==> config.mk <==
export PLATFORM = sky130hd
export DESIGN_NAME = accum_argmax
export DESIGN_NICKNAME = d
export VERILOG_FILES = /design/src/rtl/accum_pkg.sv /design/src/rtl/accum_argmax.sv
export SDC_FILE = /design/constraint.sdc
export NUM_CORES = 1
export LEC_CHECK = 0
export ABC_AREA = 1
export CORE_UTILIZATION = 50
export DETAILED_ROUTE_END_ITERATION = 8
export PLACE_DENSITY = 0.81
export SYNTH_ARGS = -nofsm -noshare
export SYNTH_HDL_FRONTEND = slang
export SYNTH_SLANG_ARGS = --single-unit
==> constraint.sdc <==
create_clock -name clk -period 2.8 [get_ports clk]
set_input_delay 0.42 -clock clk [delete_from_list [all_inputs] [get_ports clk]]
set_output_delay 0.42 -clock clk [all_outputs]
set_load 0.03 [all_outputs]
==> src/rtl/accum_pkg.sv <==
// Shared definitions for the accumulator back-end.
// The result FSM state type and default geometry live here so that the
// accumulator and the argmax stage agree on them.
package accum_pkg;

  // Default number of classification labels and accumulator width.
  localparam int ACC_N_LABELS   = 4;
  localparam int ACC_FIFO_WIDTH = 16;

  // Result FSM: wait for an update, scan labels, then present the result.
  typedef enum logic [1:0] {
    ST_IDLE = 2'd0,
    ST_SCAN = 2'd1,
    ST_OUT  = 2'd2
  } state_t;

endpackage

==> src/rtl/accum_argmax.sv <==
// Argmax over the classification sums, or pass-through of the regression sum.
// A clf update snapshots all label sums and scans them with one signed
// comparator, one label per cycle; ties keep the lower label. A rgs update
// goes straight to the output state. Updates arriving while busy are dropped
// and flagged on o_overrun.
module accum_argmax
  import accum_pkg::*;
#(
  parameter int N_LABELS   = ACC_N_LABELS,
  parameter int FIFO_WIDTH = ACC_FIFO_WIDTH,
  localparam int LBL_W     = $clog2(N_LABELS)
) (
  input  logic                           clk,
  input  logic                           rst,
  input  logic                           i_flush,
  input  logic [N_LABELS*FIFO_WIDTH-1:0] i_clf_accum_reg,
  input  logic [N_LABELS-1:0]            i_clf_accum_reg_vld,
  input  logic [FIFO_WIDTH-1:0]          i_rgs_accum_reg,
  input  logic                           i_rgs_accum_reg_vld,
  output logic                           o_res_vld,
  input  logic                           i_res_rdy,
  output logic                           o_res_is_clf,
  output logic [LBL_W-1:0]               o_res_label,
  output logic [FIFO_WIDTH-1:0]          o_res_value,
  output logic                           o_busy,
  output logic                           o_overrun,
  output state_t                         o_state
);

  localparam logic [LBL_W-1:0] LAST_IDX = LBL_W'(N_LABELS - 1);

  state_t                         state_q, state_d;
  logic signed [FIFO_WIDTH-1:0]   vals_q [N_LABELS];
  logic signed [FIFO_WIDTH-1:0]   vals_d [N_LABELS];
  logic signed [FIFO_WIDTH-1:0]   best_q, best_d;
  logic [LBL_W-1:0]               best_idx_q, best_idx_d;
  logic [LBL_W-1:0]               idx_q, idx_d;
  logic                           is_clf_q, is_clf_d;
  logic                           overrun_q, overrun_d;

  logic                           clf_any;
  logic                           any_upd;
  logic signed [FIFO_WIDTH-1:0]   cand;
  logic                           cand_gt;

  assign clf_any = |i_clf_accum_reg_vld;
  assign any_upd = clf_any | i_rgs_accum_reg_vld;

  // The one comparator shared by every scan step; strict '>' keeps ties low.
  assign cand    = vals_q[idx_q];
  assign cand_gt = (cand > best_q);

  // Next-state, capture, scan and drop-detection logic.
  always_comb begin
    state_d    = state_q;
    vals_d     = vals_q;
    best_d     = best_q;
    best_idx_d = best_idx_q;
    idx_d      = idx_q;
    is_clf_d   = is_clf_q;
    overrun_d  = 1'b0;

    case (state_q)
      ST_IDLE: begin
        if (clf_any) begin
          for (int k = 0; k < N_LABELS; k++) begin
            vals_d[k] = i_clf_accum_reg[k*FIFO_WIDTH +: FIFO_WIDTH];
          end
          best_d     = i_clf_accum_reg[FIFO_WIDTH-1:0];
          best_idx_d = '0;
          idx_d      = LBL_W'(1);
          is_clf_d   = 1'b1;
          state_d    = ST_SCAN;
          // A rgs pulse in the same cycle loses to clf.
          overrun_d  = i_rgs_accum_reg_vld;
        end else if (i_rgs_accum_reg_vld) begin
          best_d     = i_rgs_accum_reg;
          best_idx_d = '0;
          is_clf_d   = 1'b0;
          state_d    = ST_OUT;
        end
      end
      ST_SCAN: begin
        overrun_d = any_upd;
        if (cand_gt) begin
          best_d     = cand;
          best_idx_d = idx_q;
        end
        if (idx_q == LAST_IDX) begin
          state_d = ST_OUT;
        end else begin
          idx_d = idx_q + LBL_W'(1);
        end
      end
      ST_OUT: begin
        // Updates are refused even on the handshake cycle itself.
        overrun_d = any_upd;
        if (i_res_rdy) begin
          state_d = ST_IDLE;
        end
      end
      default: begin
        state_d = ST_IDLE;
      end
    endcase

    // Flush wins over any capture and is never reported as an overrun.
    if (i_flush) begin
      state_d   = ST_IDLE;
      overrun_d = 1'b0;
    end
  end

  // State and datapath registers; reset clears everything the outputs show.
  always_ff @(posedge clk) begin
    if (rst) begin
      state_q    <= ST_IDLE;
      for (int k = 0; k < N_LABELS; k++) begin
        vals_q[k] <= '0;
      end
      best_q     <= '0;
      best_idx_q <= '0;
      idx_q      <= '0;
      is_clf_q   <= 1'b0;
      overrun_q  <= 1'b0;
    end else begin
      state_q    <= state_d;
      vals_q     <= vals_d;
      best_q     <= best_d;
      best_idx_q <= best_idx_d;
      idx_q      <= idx_d;
      is_clf_q   <= is_clf_d;
      overrun_q  <= overrun_d;
    end
  end

  assign o_res_vld    = (state_q == ST_OUT);
  assign o_res_is_clf = is_clf_q;
  assign o_res_label  = best_idx_q;
  assign o_res_value  = best_q;
  assign o_busy       = (state_q != ST_IDLE);
  assign o_overrun    = overrun_q;
  assign o_state      = state_q;

endmodule

==> results by stage <==
Run status:
- The run finished with clean final reports.

Die:
- The height of the die is a little under 100 um.
- For this design the top-level I/O count stands at 113.
- The initialized floorplan defines 34 standard-cell rows.
- The die covers about 9500 sq um.
- The placeable core region is about 8800 sq um.
- The initial core utilization is 0.520.
- The horizontal die dimension is 97.5 um.

Synthesis:
- The leading area contributor after synthesis is sky130_fd_sc_hd__dfxtp_1.
- The number of distinct standard cells referenced by the synthesized netlist is 32.
- Counting flops with an async set or reset pin after synthesis yields a share of 0.
- The area of the mapped netlist is 4560 sq um.
- After synthesis, the cell types taking the most area are sky130_fd_sc_hd__dfxtp_1 39%, sky130_fd_sc_hd__nor2_1 17%, sky130_fd_sc_hd__o21ai_0 13%.
- The part of the Yosys area used for sequential elements is 0.386.
- For this run, the number of Yosys warnings is 0.
- The commonest register cell after synthesis is sky130_fd_sc_hd__dfxtp_1.
- The number of enable-type register cells in the synthesized netlist is 0.
- The cell count after synthesis is 665.
- The net count after synthesis is ~780.
- The share of synthesized area in the top cell type comes to 0.386.
- The post-synthesis register bit count is about 90.
- The synthesized area divided by synthesized cell count is between 6 and 7 sq um.

Worst hold path:
- The worst hold path belongs to the class reg2reg.

STA:
- Dividing the final minimum period by the clock period gives 0.922.
- The final setup skew is a little under 8 ps.
- After layout, the minimum clock period comes to 2580 ps.
- The sum of negative setup slack is 0 ps.
- Final hold analysis gives a worst-case slack of between 400 and 500 ps.
- The worst-margin pin slew is 562 ps.
- The number of endpoints with negative hold slack in the final report is 0.
- The final number of setup-violating endpoints is 0.
- The highest clock rate is 387 MHz.
- The final-report max-slew violation count came to 0.
- Setup repair after global routing left no endpoint under its margin.
- The worst path setup slack after routing is ~220 ps.
- The normalized max-slew margin is 0.623.

Global route:
- The first-pass GRT wire length is between 20000 and 25000 um.
- The global-route usage over all layers is 0.277.
- Entering global routing, the biggest net connects 60 pins.
- The initial antenna violation count is 0.
- The number of global-route vias before repair came to between 4000 and 5000.
- The overall overflow remaining after global route is 0.

Critical path:
- The critical path endpoint category is a flip-flop.
- The sum of buffers and inverters on the critical path is 1.
- The signal on the critical path passes through buf_6, o21ai_0, o22ai_1, ha_1, a21o_1, nor2_1, nand2_1, nand2_1, nand2_1, nand2_1, nand3_2, nand2_8, nand2_1, nand2_1, nand2_1, nor2_1.
- The type of origin of the critical path is a flip-flop.
- The standard cell with the maximum stage delay on the critical path is sky130_fd_sc_hd__dfxtp_1.
- The largest fanout of any net on the critical path is 35.
- The kind of cell with the highest combined delay on the critical path is simple AND/OR/NAND/NOR gates.
- The worst path arrival time is 2880 ps.
- STA puts the critical path data required time at roughly 3100 ps.
- The worst setup path is of the reg2reg kind.
- The highest cell delay on the worst timing path is around 430 ps.
- The cell type with the highest occurrence count on the critical path is sky130_fd_sc_hd__nand2_1.

Final layout:
- Of the cells placed in the final design, the portion with a size suffix greater than 1 is 0.0603.
- 0 antenna diodes ended up in the layout.
- The count of cells in the finished layout, fillers not included, comes to between 800 and 900.
- The final layout contains ~870 nets.
- Compared with the post-synthesis result, the final layout area differs by 28.5%.

Routing:
- The routed wirelength normalized by instance count is 15.0 um.
- The first TritonRoute pass finished after 5 iterations.
- The final wirelength is ~13000 um.
- The number of routed nets with antenna violations is 0.
- The DRC violation count after routing is 0.
- The via count is slightly below 5000.
- After detailed routing, the number of vias per cell comes to about 5.6.
- The violation count after the first detailed-routing iteration is 347.

Place:
- The count of buffers inserted at the top-level ports is about 110.
- Counting tap cells, the placed design contains a total of between 800 and 900 instances.
- The routability congestion estimate from global placement is 0.888.
- The worst-case setup slack after placement is just over 70 ps.
- After legalization and detailed placement, the total HPWL measured ~9300 um.

Job:
- The max-capacitance violation count is 0.

Clock network:
- The tree is rooted in a sky130_fd_sc_hd__clkbuf_8.
- The hold buffer count at cts is 0.
- The CTS sink count is a little under 90.
- The buffer levels on the longest clock path is 2.
- The number of clock buffers inserted by TritonCTS is 9.
- The later pin in the worst-skew pair is clocked with a latency of between 300 and 400 ps.
- TritonCTS built the clock tree.
- The clock-pin slew on the worst setup and hold paths is about 90 ps.
- The H-tree was split into 3 levels.

Power:
- The analysis attributes to cell leakage a power of between 2 and 3 nW.
- In this run the power density over the cells is approximately 640 nW/um^2.
- After layout, the design draws a total of ~3.7 mW.
- VDD sags by at most around 0.31 mV.
-- cells by family after synthesis --
logic type	share of synthesized area
buffers and inverters	0.0900
adder cells (fa/ha/maj)	0.0576
flip-flops	0.386
AND/OR/NAND/NOR	0.270
AO/OA/AOI/OAI	0.196
-- where the power goes --
group | switching, mW | leakage (nW) | internal (mW)
clock network | 0.470 | 0.0968 | 0.350
registers | 0.116 | 0.733 | 1.41
logic | 0.812 | 1.71 | 0.563
total | 1.40 | 2.54 | 2.33
-- registers in the layout (all words and copies together) (netlist names) --
signal and count:
o_res_label 2, vals_q 64, o_res_value 16, o_state 2, idx_q 2, o_res_is_clf 1
o_overrun 1
-- final timing paths --
kind | from | endpoint | slack [ps] | cells after the start
setup / recovery | idx_q[0]$_SDFFE_PP0P_ | o_res_label[0]$_SDFFE_PP0P_ | 220 | 16
hold reg to reg | o_res_is_clf$_SDFFE_PP0P_ | o_res_is_clf$_SDFFE_PP0P_ | 470 | 2
hold / removal | o_res_is_clf$_SDFFE_PP0P_ | o_res_is_clf$_SDFFE_PP0P_ | 470 | 2
setup reg to reg | idx_q[0]$_SDFFE_PP0P_ | o_res_label[0]$_SDFFE_PP0P_ | 220 | 16
-- cells in the final DEF, fill, tap and decap left out, types with 12 or more instances in the layout --
cell                              Yosys  final
sky130_fd_sc_hd__clkdlybuf4s50_1      0    112
sky130_fd_sc_hd__nand2_1             68     68
sky130_fd_sc_hd__a21oi_1             31     31
sky130_fd_sc_hd__o21ai_0            118    118
sky130_fd_sc_hd__inv_1               30     29
sky130_fd_sc_hd__ha_1                21     21
sky130_fd_sc_hd__o22ai_1             14     12
sky130_fd_sc_hd__nand3_1             28     28
sky130_fd_sc_hd__dfxtp_1             88     88
sky130_fd_sc_hd__nor2_1             201    200
-- worst min-delay path, stage by stage, from the launching register on --
cell and delay (ps):
sky130_fd_sc_hd__dfxtp_1 320, sky130_fd_sc_hd__nand2_1 60, sky130_fd_sc_hd__a21oi_1 60
-- what timing repair did --
item,CTS,global route
buffers inserted,0,3
gates resized for setup,0,7
endpoints found under the setup margin,0,18
-- synthesized netlist by cell type, types with 4 or more instances --
library cell,n
sky130_fd_sc_hd__inv_1,30
sky130_fd_sc_hd__inv_2,4
sky130_fd_sc_hd__o21ai_0,118
sky130_fd_sc_hd__dfxtp_1,88
sky130_fd_sc_hd__clkbuf_1,15
sky130_fd_sc_hd__o22ai_1,14
sky130_fd_sc_hd__nand2_1,68
sky130_fd_sc_hd__nor2_1,201
sky130_fd_sc_hd__buf_2,9
sky130_fd_sc_hd__nand3_1,28
sky130_fd_sc_hd__a21oi_1,31
sky130_fd_sc_hd__buf_6,12
sky130_fd_sc_hd__ha_1,21
-- area by class of cell --
cell class / count / area, sq um
sequential: 88 / 1760
clock inverter: 6 / 41.3
timing repair buffer: 125 / 1230
clock buffer: 10 / 138
multi-input combinational: 499 / 2410
fill: 726 / 2900
inverter: 35 / 138
tap: 108 / 135
-- per-stage QoR --
stage,util,area (sq um)
after CTS,0.662,5810
after global placement,0.642,5630
after detailed placement,0.642,5630
after global routing,0.669,5860
after floorplan,-,4560
final,0.669,5860
-- per-layer routing --
metal / vias up / track usage / share of wire
met1: 2241 / 0.374 / 0.44
met3: 27 / 0.0446 / 0.078
met2: 245 / 0.434 / 0.45
met5: - / 0 / 0
li1: 2365 / - / -
met4: 0 / 0.120 / 0.028
Note: power is estimated with default switching activity, not from simulation.
